--- src/rtl/armlp_exec_core.sv ---
// Execute/memory slice of the ARM-LP single-cycle core: LEGv8-subset decoder, 32-bit ALU, word-addressed data cache.
// Optional feature macro: ALU_NOR_EN enables ALU code 1100 as ~(A|B).
module armlp_exec_core #(
  parameter int DCACHE_DEPTH = 64
) (
  input  logic        clock,
  input  logic        reset,
  input  logic [31:0] instruction,
  input  logic [31:0] readData1,
  input  logic [31:0] readData2,
  input  logic [31:0] writeData,
  output logic        unconditionalBranchFlag,
  output logic        branchFlag,
  output logic        memReadFlag,
  output logic        memToRegFlag,
  output logic        memWriteFlag,
  output logic        aluSRC,
  output logic        regWriteFlag,
  output logic [3:0]  aluControlCode,
  output logic [2:0]  opType,
  output logic [4:0]  readRegister1,
  output logic [4:0]  readRegister2,
  output logic [4:0]  writeRegister,
  output logic [31:0] result,
  output logic        zeroFlag,
  output logic        carryBit,
  output logic [31:0] readData
);

  localparam int IW = $clog2(DCACHE_DEPTH);

`ifdef ALU_NOR_EN
  localparam logic NOR_EN = 1'b1;
`else
  localparam logic NOR_EN = 1'b0;
`endif

  localparam logic [10:0] OP_ADD  = 11'h458;
  localparam logic [10:0] OP_SUB  = 11'h658;
  localparam logic [10:0] OP_AND  = 11'h450;
  localparam logic [10:0] OP_ORR  = 11'h550;
  localparam logic [10:0] OP_LDUR = 11'h7C2;
  localparam logic [10:0] OP_STUR = 11'h7C0;

  logic [10:0]   w_op11;
  logic [32:0]   w_sum;
  logic [32:0]   w_diff;
  logic [IW-1:0] w_index;
  logic [31:0]   r_mem [DCACHE_DEPTH];
  logic [31:0]   r_read_data;

  assign w_op11 = instruction[31:21];

  // Instruction decode; first matching format wins, unknown words decode to all-zero controls.
  always_comb begin
    unconditionalBranchFlag = 1'b0;
    branchFlag              = 1'b0;
    memReadFlag             = 1'b0;
    memToRegFlag            = 1'b0;
    memWriteFlag            = 1'b0;
    aluSRC                  = 1'b0;
    regWriteFlag            = 1'b0;
    aluControlCode          = 4'b0000;
    opType                  = 3'b111;
    readRegister1           = 5'd0;
    readRegister2           = 5'd0;
    writeRegister           = 5'd0;
    if (instruction[31:26] == 6'b000101) begin
      opType                  = 3'b011;
      unconditionalBranchFlag = 1'b1;
    end else if (instruction[31:24] == 8'hB4) begin
      opType         = 3'b100;
      branchFlag     = 1'b1;
      aluControlCode = 4'b0111;
      readRegister1  = instruction[9:5];
      readRegister2  = instruction[4:0];
    end else if ((instruction[31:22] == 10'h244) || (instruction[31:22] == 10'h344)) begin
      opType         = 3'b001;
      aluSRC         = 1'b1;
      regWriteFlag   = 1'b1;
      aluControlCode = (instruction[31:22] == 10'h344) ? 4'b0110 : 4'b0010;
      readRegister1  = instruction[9:5];
      writeRegister  = instruction[4:0];
    end else if ((w_op11 == OP_ADD) || (w_op11 == OP_SUB) ||
                 (w_op11 == OP_AND) || (w_op11 == OP_ORR)) begin
      opType        = 3'b000;
      regWriteFlag  = 1'b1;
      readRegister1 = instruction[9:5];
      readRegister2 = instruction[20:16];
      writeRegister = instruction[4:0];
      case (w_op11)
        OP_ADD:  aluControlCode = 4'b0010;
        OP_SUB:  aluControlCode = 4'b0110;
        OP_AND:  aluControlCode = 4'b0000;
        OP_ORR:  aluControlCode = 4'b0001;
        default: aluControlCode = 4'b0000;
      endcase
    end else if (w_op11 == OP_LDUR) begin
      opType         = 3'b010;
      aluSRC         = 1'b1;
      memReadFlag    = 1'b1;
      memToRegFlag   = 1'b1;
      regWriteFlag   = 1'b1;
      aluControlCode = 4'b0010;
      readRegister1  = instruction[9:5];
      writeRegister  = instruction[4:0];
    end else if (w_op11 == OP_STUR) begin
      opType         = 3'b010;
      aluSRC         = 1'b1;
      memWriteFlag   = 1'b1;
      aluControlCode = 4'b0010;
      readRegister1  = instruction[9:5];
      readRegister2  = instruction[4:0];
    end else begin
      opType = 3'b111;
    end
  end

  assign w_sum  = {1'b0, readData1} + {1'b0, readData2};
  assign w_diff = {1'b0, readData1} + {1'b0, ~readData2} + 33'd1;

  // ALU: carry is bit 32 of the extended add; for subtract 1 means no borrow.
  always_comb begin
    result   = 32'd0;
    carryBit = 1'b0;
    case (aluControlCode)
      4'b0000: result = readData1 & readData2;
      4'b0001: result = readData1 | readData2;
      4'b0010: begin
        result   = w_sum[31:0];
        carryBit = w_sum[32];
      end
      4'b0110: begin
        result   = w_diff[31:0];
        carryBit = w_diff[32];
      end
      4'b0111: result = readData2;
      4'b1100: begin
        if (NOR_EN) begin
          result = ~(readData1 | readData2);
        end else begin
          result = 32'd0;
        end
      end
      default: begin
        result   = 32'd0;
        carryBit = 1'b0;
      end
    endcase
  end

  assign zeroFlag = (result == 32'd0);
  assign w_index  = result[IW+1:2];

  // Data cache and write-back register; loads see the word as it was before this edge's store.
  always_ff @(posedge clock) begin
    if (reset) begin
      for (int i = 0; i < DCACHE_DEPTH; i++) begin
        r_mem[i] <= 32'd0;
      end
      r_read_data <= 32'd0;
    end else begin
      if (memWriteFlag) begin
        r_mem[w_index] <= writeData;
      end
      if (memReadFlag && memToRegFlag) begin
        r_read_data <= r_mem[w_index];
      end else begin
        r_read_data <= result;
      end
    end
  end

  assign readData = r_read_data;

endmodule

--- config.mk ---
export PLATFORM = sky130hd
export DESIGN_NAME = armlp_exec_core
export DESIGN_NICKNAME = d
export VERILOG_FILES = /design/src/rtl/armlp_exec_core.sv
export SDC_FILE = /design/constraint.sdc
export NUM_CORES = 2
export LEC_CHECK = 0
export BUFFER_PORTS_ARGS = -buffer_cell sky130_fd_sc_hd__buf_2
export CAP_MARGIN = 25
export CELL_PAD_IN_SITES_DETAIL_PLACEMENT = 1
export CELL_PAD_IN_SITES_GLOBAL_PLACEMENT = 1
export CORE_UTILIZATION = 52
export CTS_CLUSTER_DIAMETER = 40
export DETAILED_ROUTE_END_ITERATION = 12
export GPL_ROUTABILITY_DRIVEN = 0
export PLACE_DENSITY = 0.89
export SLEW_MARGIN = 15
export SYNTH_ARGS = -nofsm -noshare
export SYNTH_HDL_FRONTEND = slang
export SYNTH_SLANG_ARGS = --single-unit
--- constraint.sdc ---
create_clock -name clock -period 4.7 [get_ports clock]
set_clock_uncertainty 0.15 [all_clocks]
set_input_delay 0.235 -clock clock [delete_from_list [all_inputs] [get_ports clock]]
set_output_delay 0.235 -clock clock [all_outputs]
set_load 0.03 [all_outputs]
==> summary.md, run 1 <==
| Metric | Value |
|---|---|
| Pin count of the biggest net entering global routing | `65` |
| Clk sinks | `2080` |
| Synthesized area | `99800 um2` |
| Vias in the first global route | `108000` |
| IO Count | `225` |
| CTS max path bufs | `4` |
| Syn Area/Cell | `11.7 um2` |
| Ys flop type | `edfxtp_1` |
| Grt total ovfl | `7` |
| Total GRT Usage | `70.2%` |
| Status | `stopped before the end` |
| HPWL after DPL | `315000 um` |
| Cell variety after synth | `96` |
| Synth warn | `0` |
| Synth area leader | `edfxtp_1` |
| First-pass GRT wire length | `934000 um` |
| Synth Instances | `8499` |
| Std-Cell Rows | `160` |
| Die height | `440 um` |
| Seq cells post-synth | `2080` |
| PortBufs | `217` |
| Syn nets | `8727` |
| Stop stage | `5_1_grt` |
| Clock Root Buffer | `clkbuf_16` |
| Yosys top cell area share | `61.6%` |
| Area contributors post-synth | `edfxtp_1 62%, and2_1 13%, nand2_1 3.3%, a21oi_1 2.8%, clkbuf_1 2.0%` |
| Die width | `440 um` |
| # H-tree levels | `5` |
| Initial core utilization | `52.4%` |
| Register area share after synthesis | `62.3%` |
| EDFF count, synth | `2048` |
| Total CTS buffers | `307` |
| Async SR Flop Fraction | `0%` |
| Run Error | `[ERROR GRT-0116] Global routing finished with congestion. Check the congestion regions in the DRC Viewer.` |
| Post-Place Cells | `11400` |
-- cell usage after synthesis, types with 13 or more instances --
library cell / n
a2111oi_0: 16
a211oi_1: 139
a21o_1: 16
a21oi_1: 567
a221o_1: 35
a221oi_1: 109
a222oi_1: 17
a22o_1: 28
a22oi_1: 143
a311oi_1: 26
a31oi_1: 91
and2_1: 2066
and3_1: 22
buf_1: 88
buf_2: 184
clkbuf_1: 535
dfxtp_1: 32
edfxtp_1: 2048
ha_1: 96
inv_1: 108
mux2_2: 22
mux2i_1: 154
mux4_2: 21
nand2_1: 884
nand3_1: 97
nand4_1: 18
nor2_1: 210
nor3_1: 51
nor4_1: 21
o211ai_1: 32
o21a_1: 13
o21ai_0: 173
o21bai_1: 15
o221ai_1: 40
o22ai_1: 96
or2_2: 72
-- per-layer routing --
layer	track usage, %	GRT overflow
met5	38.3	0
met4	67.1	4
met3	60.0	0
met2	83.9	2
met1	69.1	1
-- logic make-up after synthesis --
family          Yosys count  share of synthesized area (%)
simple gates           3508                           19.2
flops                  2080                           62.3
compound gates         1684                           11.2
buf+inv                 928                           3.76
mux                     197                           2.27
fa+ha+maj                98                           1.24
xor+xnor                  3                         0.0263
other cells               1                        0.00376
-- stage by stage --
stage	setup slack (ns)	cell area, um2
after floorplan	0.0841	99800
after detailed placement	-0.905	111000
after global placement	-0.787	111000
after CTS	0.00518	122000
-- timing repair --
item                                    4_1_cts
gates resized for setup                      48
endpoints found under the setup margin        4
pin swaps                                    23
endpoints found under the hold margin       346
setup buffers                                12
hold buffers                                 29
==> run 2: changes to the inputs <==
CELL_PAD_IN_SITES_DETAIL_PLACEMENT = default   (was 1)
CELL_PAD_IN_SITES_GLOBAL_PLACEMENT = default   (was 1)
CORE_UTILIZATION = 40   (was 52)
CTS_CLUSTER_DIAMETER = default   (was 40)
PLACE_DENSITY = default   (was 0.89)
PLACE_DENSITY_LB_ADDON = 0.15   (was default)
==> run 2 against run 1 <==
Effect of this change: the flow now finishes, with violations (setup timing); area after synthesis stayed put; synthesized cell count stayed put.
==> summary.md, run 2 <==
| Metric | Value |
|---|---|
| Status | `finished with violations` |
| Failing checks | `setup timing` |
| First-pass GRT wire length | `609000 um` |
| Crit Path Class | `input pin to register` |
| Final std cells w/o fill | `12900` |
| DIE AREA | `251000 um2` |
| Largest register FFs | `2048` |
| Most frequent CP cell | `buf_4` |
| Synthesized area | `99800 um2 (unchanged)` |
| Cell variety after synth | `96 (unchanged)` |
| Total setup buffers inserted after CTS | `0 (-12)` |
| IO Count | `225 (unchanged)` |
| Top cells by count, synth | `2066 x and2_1, 2048 x edfxtp_1, 884 x nand2_1` |
| CP required | `5.29 ns` |
| Critical path arrival | `5.30 ns` |
| CORE AREA | `247000 um2` |
| CTS max path bufs | `3 (-1)` |
| Worst Hold Class | `input pin to register` |
| ANT nets after route | `0` |
| Sequential share of power | `46.2%` |
| First-pass DRT Iterations | `8` |
| Clk Latency, worst-skew pair | `0.94 ns` |
| Pin count of the biggest net entering global routing | `65` |
| Synth area leader | `edfxtp_1` |
| CTS tree | `built` |
| EDFF count, synth | `2048 (unchanged)` |
| Seq cells post-synth | `2080 (unchanged)` |
| R2R Path End | `readData[9]$_SDFF_PP0_` |
| Syn Area/Cell | `11.7 um2 (unchanged)` |
| Area share of fa/ha/maj cells after synthesis | `1.24% (unchanged)` |
| Worst setup margin | `-0.00960 ns` |
| Vias in the first global route | `73600` |
| Initial antenna violation count | `48` |
| CP Capture Type | `register` |
| Register area share after synthesis | `62.3% (unchanged)` |
| Net Sw Frac | `29.1%` |
| Routed WL | `447000 um` |
| Gate power share | `17.1%` |
| Proportion of synthesized area in mux cells | `2.27% (unchanged)` |
| Post-synthesis simple-gate area fraction | `19.2% (unchanged)` |
| Via count | `78700` |
| Worst hold path endpoint | `readData[25]$_SDFF_PP0_` |
| Worst stage delay on the critical path | `0.76 ns` |
| Die width | `501 um (+14%)` |
| Commonest non-fill, non-tap cells in the layout | `2066 x and2_1, 2048 x edfxtp_1, 999 x buf_4` |
| Yosys top cell area share | `61.6% (unchanged)` |
| Starting DRT DRC Count | `12400` |
| Share of cells above drive strength 1 | `20.8%` |
| Async SR Flop Fraction | `0% (unchanged)` |
| Syn nets | `8727 (unchanged)` |
| Setup TNS | `-0.00960 ns` |
| Worst VDD drop | `321 uV` |
| Number of remaining DRC errors | `0` |
| Commonest non-fill, non-tap cell in the layout | `and2_1` |
| Synth Instances | `8499 (unchanged)` |
| Synth warn | `0 (unchanged)` |
| Complex-gate fraction of the synthesized area | `11.2% (unchanged)` |
| R2r setup slk | `1.58 ns` |
| Clock network fraction of total power | `36.7%` |
| Tmin final | `4.71 ns` |
| MaxCap Viol Count | `0` |
| Slew Viols, Final | `0` |
| PortBufs | `217 (unchanged)` |
| Std-Cell Rows | `182 (+14%)` |
| Worst r2r src | `r_mem[27][9]$_SDFFCE_PN0P_` |
| HPWL after DPL | `305000 um (-3.2%)` |
| Biggest register | `r_mem` |
| Hold Crit Depth | `7` |
| Most common cell in the synthesized netlist | `and2_1` |
| Final Hold Fails | `0` |
| Area contributors post-synth | `edfxtp_1 62%, and2_1 13%, nand2_1 3.3%, a21oi_1 2.8%, clkbuf_1 2.0%` |
| Clock Root Buffer | `clkbuf_16` |
| RSZ-0062 raised after global routing | `false` |
| CP max-delay cell | `a2111oi_0` |
| Drt wl/cell | `34.6 um` |
| Leakage | `0.0458 uW` |
| Hold path start | `readData1[25]` |
| Worst-path cell chain | `buf_2, nor4bb_1, buf_4, o2111a_2, a21oi_1, a221o_1, a21oi_4, buf_12, buf_12, nor2_4, buf_4, buf_4, nand2_1, o21ai_0, a21oi_1, o21ai_0, buf_4, a2111oi_0, a21oi_1` |
| Post-Place Cells | `12400 (+8.8%)` |
| # H-tree levels | `4 (-1)` |
| Xor-xnor portion of the synthesized cell area | `0.0263% (unchanged)` |
| Setup violations, final | `1` |
| Die height | `501 um (+14%)` |
| CP Max Fanout | `18` |
| R2R cell count | `11` |
| Final period utilization | `100%` |
| Total GRT Usage | `34.9%` |
| Grt total ovfl | `0` |
| Total CTS buffers | `224 (-27%)` |
| PD cells | `384 nW/um2` |
| FMAX | `212 MHz` |
| Relative slew slack | `16.6%` |
| Ys flop type | `edfxtp_1` |
| P_int | `33100 uW` |
| Clock transition at path regs | `0.07 ns` |
| Startpoint types | `input pin` |
| Initial core utilization | `40.4% (-12 points)` |
| Clk sinks | `2080 (unchanged)` |
| Slew @ Worst Pin | `1.25 ns` |
| Avg Vias per Cell | `6.10` |
| Area Growth Syn to Fin | `21.9%` |
| Final nets | `9617` |
| Combinational family with the most area after synthesis | `simple AND/OR/NAND/NOR gates` |
| P_sw | `13600 uW` |
==> run 2: cell counts after synthesis <==
Identical to the previous run, type by type.
==> run 2: layout make-up <==
type / count / area [um2]
multi-input cells: 5491 / 34300
well taps: 3312 / 4140
clock buffers: 281 / 5830
inverters: 112 / 443
clock inverters: 128 / 1080
flip-flops and latches: 2080 / 62100
diodes: 19 / 47.5
fillers: 22000 / 125000
repair buffers: 1480 / 13600
==> run 2: critical path, delay by kind of cell <==
family | cells | cell delay (ns)
buffers and inverters | 7 | 1.44
AO/OA/AOI/OAI | 9 | 2.95
AND/OR/NAND/NOR | 3 | 0.61
==> run 2: kinds of logic after synthesis <==
kind of cell,count (synthesis)
AO/OA/AOI/OAI,1684
XOR/XNOR,3
adder cells (fa/ha/maj),98
buffers and inverters,928
flip-flops,2080
multiplexers,197
other,1
AND/OR/NAND/NOR,3508
==> run 2: per-layer routing <==
layer / share of wire [%] / track usage (%) / wire length (um) / up-vias
met5: 0.033 / 0 / 148 / -
met3: 13 / 9.04 / 57200 / 987
met4: 6.1 / 17.9 / 27100 / 20
met2: 43 / 51.9 / 193000 / 5769
li1: - / - / - / 32300
met1: 38 / 47.0 / 170000 / 39600
==> run 2: what timing repair did <==
item                                    in CTS  in global routing
resized for setup                            0                 11
hold buffers                                32                  0
endpoints found under the hold margin      431                  0
endpoints found under the setup margin       0                  3
==> run 2: power groups by stage <==
stage | Sequential (uW) | Combinational [uW] | Clock (uW)
final | 21500 | 7980 | 17100
after global routing | 21600 | 8030 | 17800
after global placement | 21900 | 7600 | 0
after detailed placement | 21900 | 7610 | 0
after CTS | 21500 | 7660 | 17200
after floorplan | 21800 | 2880 | 0
==> run 2: worst max-delay path by stage <==
stage | start | endpoint | slack [ns] | cells after the start
4_1_cts | readData2[17] | zeroFlag | 0.07 | 16
3_5_place_dp | instruction[23] | readData[13]$_SDFF_PP0_ | -0.72 | 18
2_1_floorplan | readData1[0] | zeroFlag | 0.08 | 14
6_report | instruction[28] | readData[13]$_SDFF_PP0_ | -0.01 | 19
3_3_place_gp | readData1[0] | readData[7]$_SDFF_PP0_ | -0.84 | 19
5_1_grt | instruction[28] | zeroFlag | 0.03 | 20
==> run 2: metrics by stage <==
step / hold slack [ns] / power [uW] / setup WS (ns) / cell area [um2] / util [%]
global placement: 0.520 / 29500 / -0.837 / 114000 / 46.3
global route: 0.0262 / 47400 / 0.0281 / 122000 / 49.2
CTS: 0.00000389 / 46400 / 0.0651 / 121000 / 49.2
floorplan: 0.441 / 24700 / 0.0841 / 99800 / -
detailed placement: 0.523 / 29500 / -0.725 / 114000 / 46.3
finish: 0.0491 / 46600 / -0.00960 / 122000 / 49.3
Power figures use the tool's default switching activity.
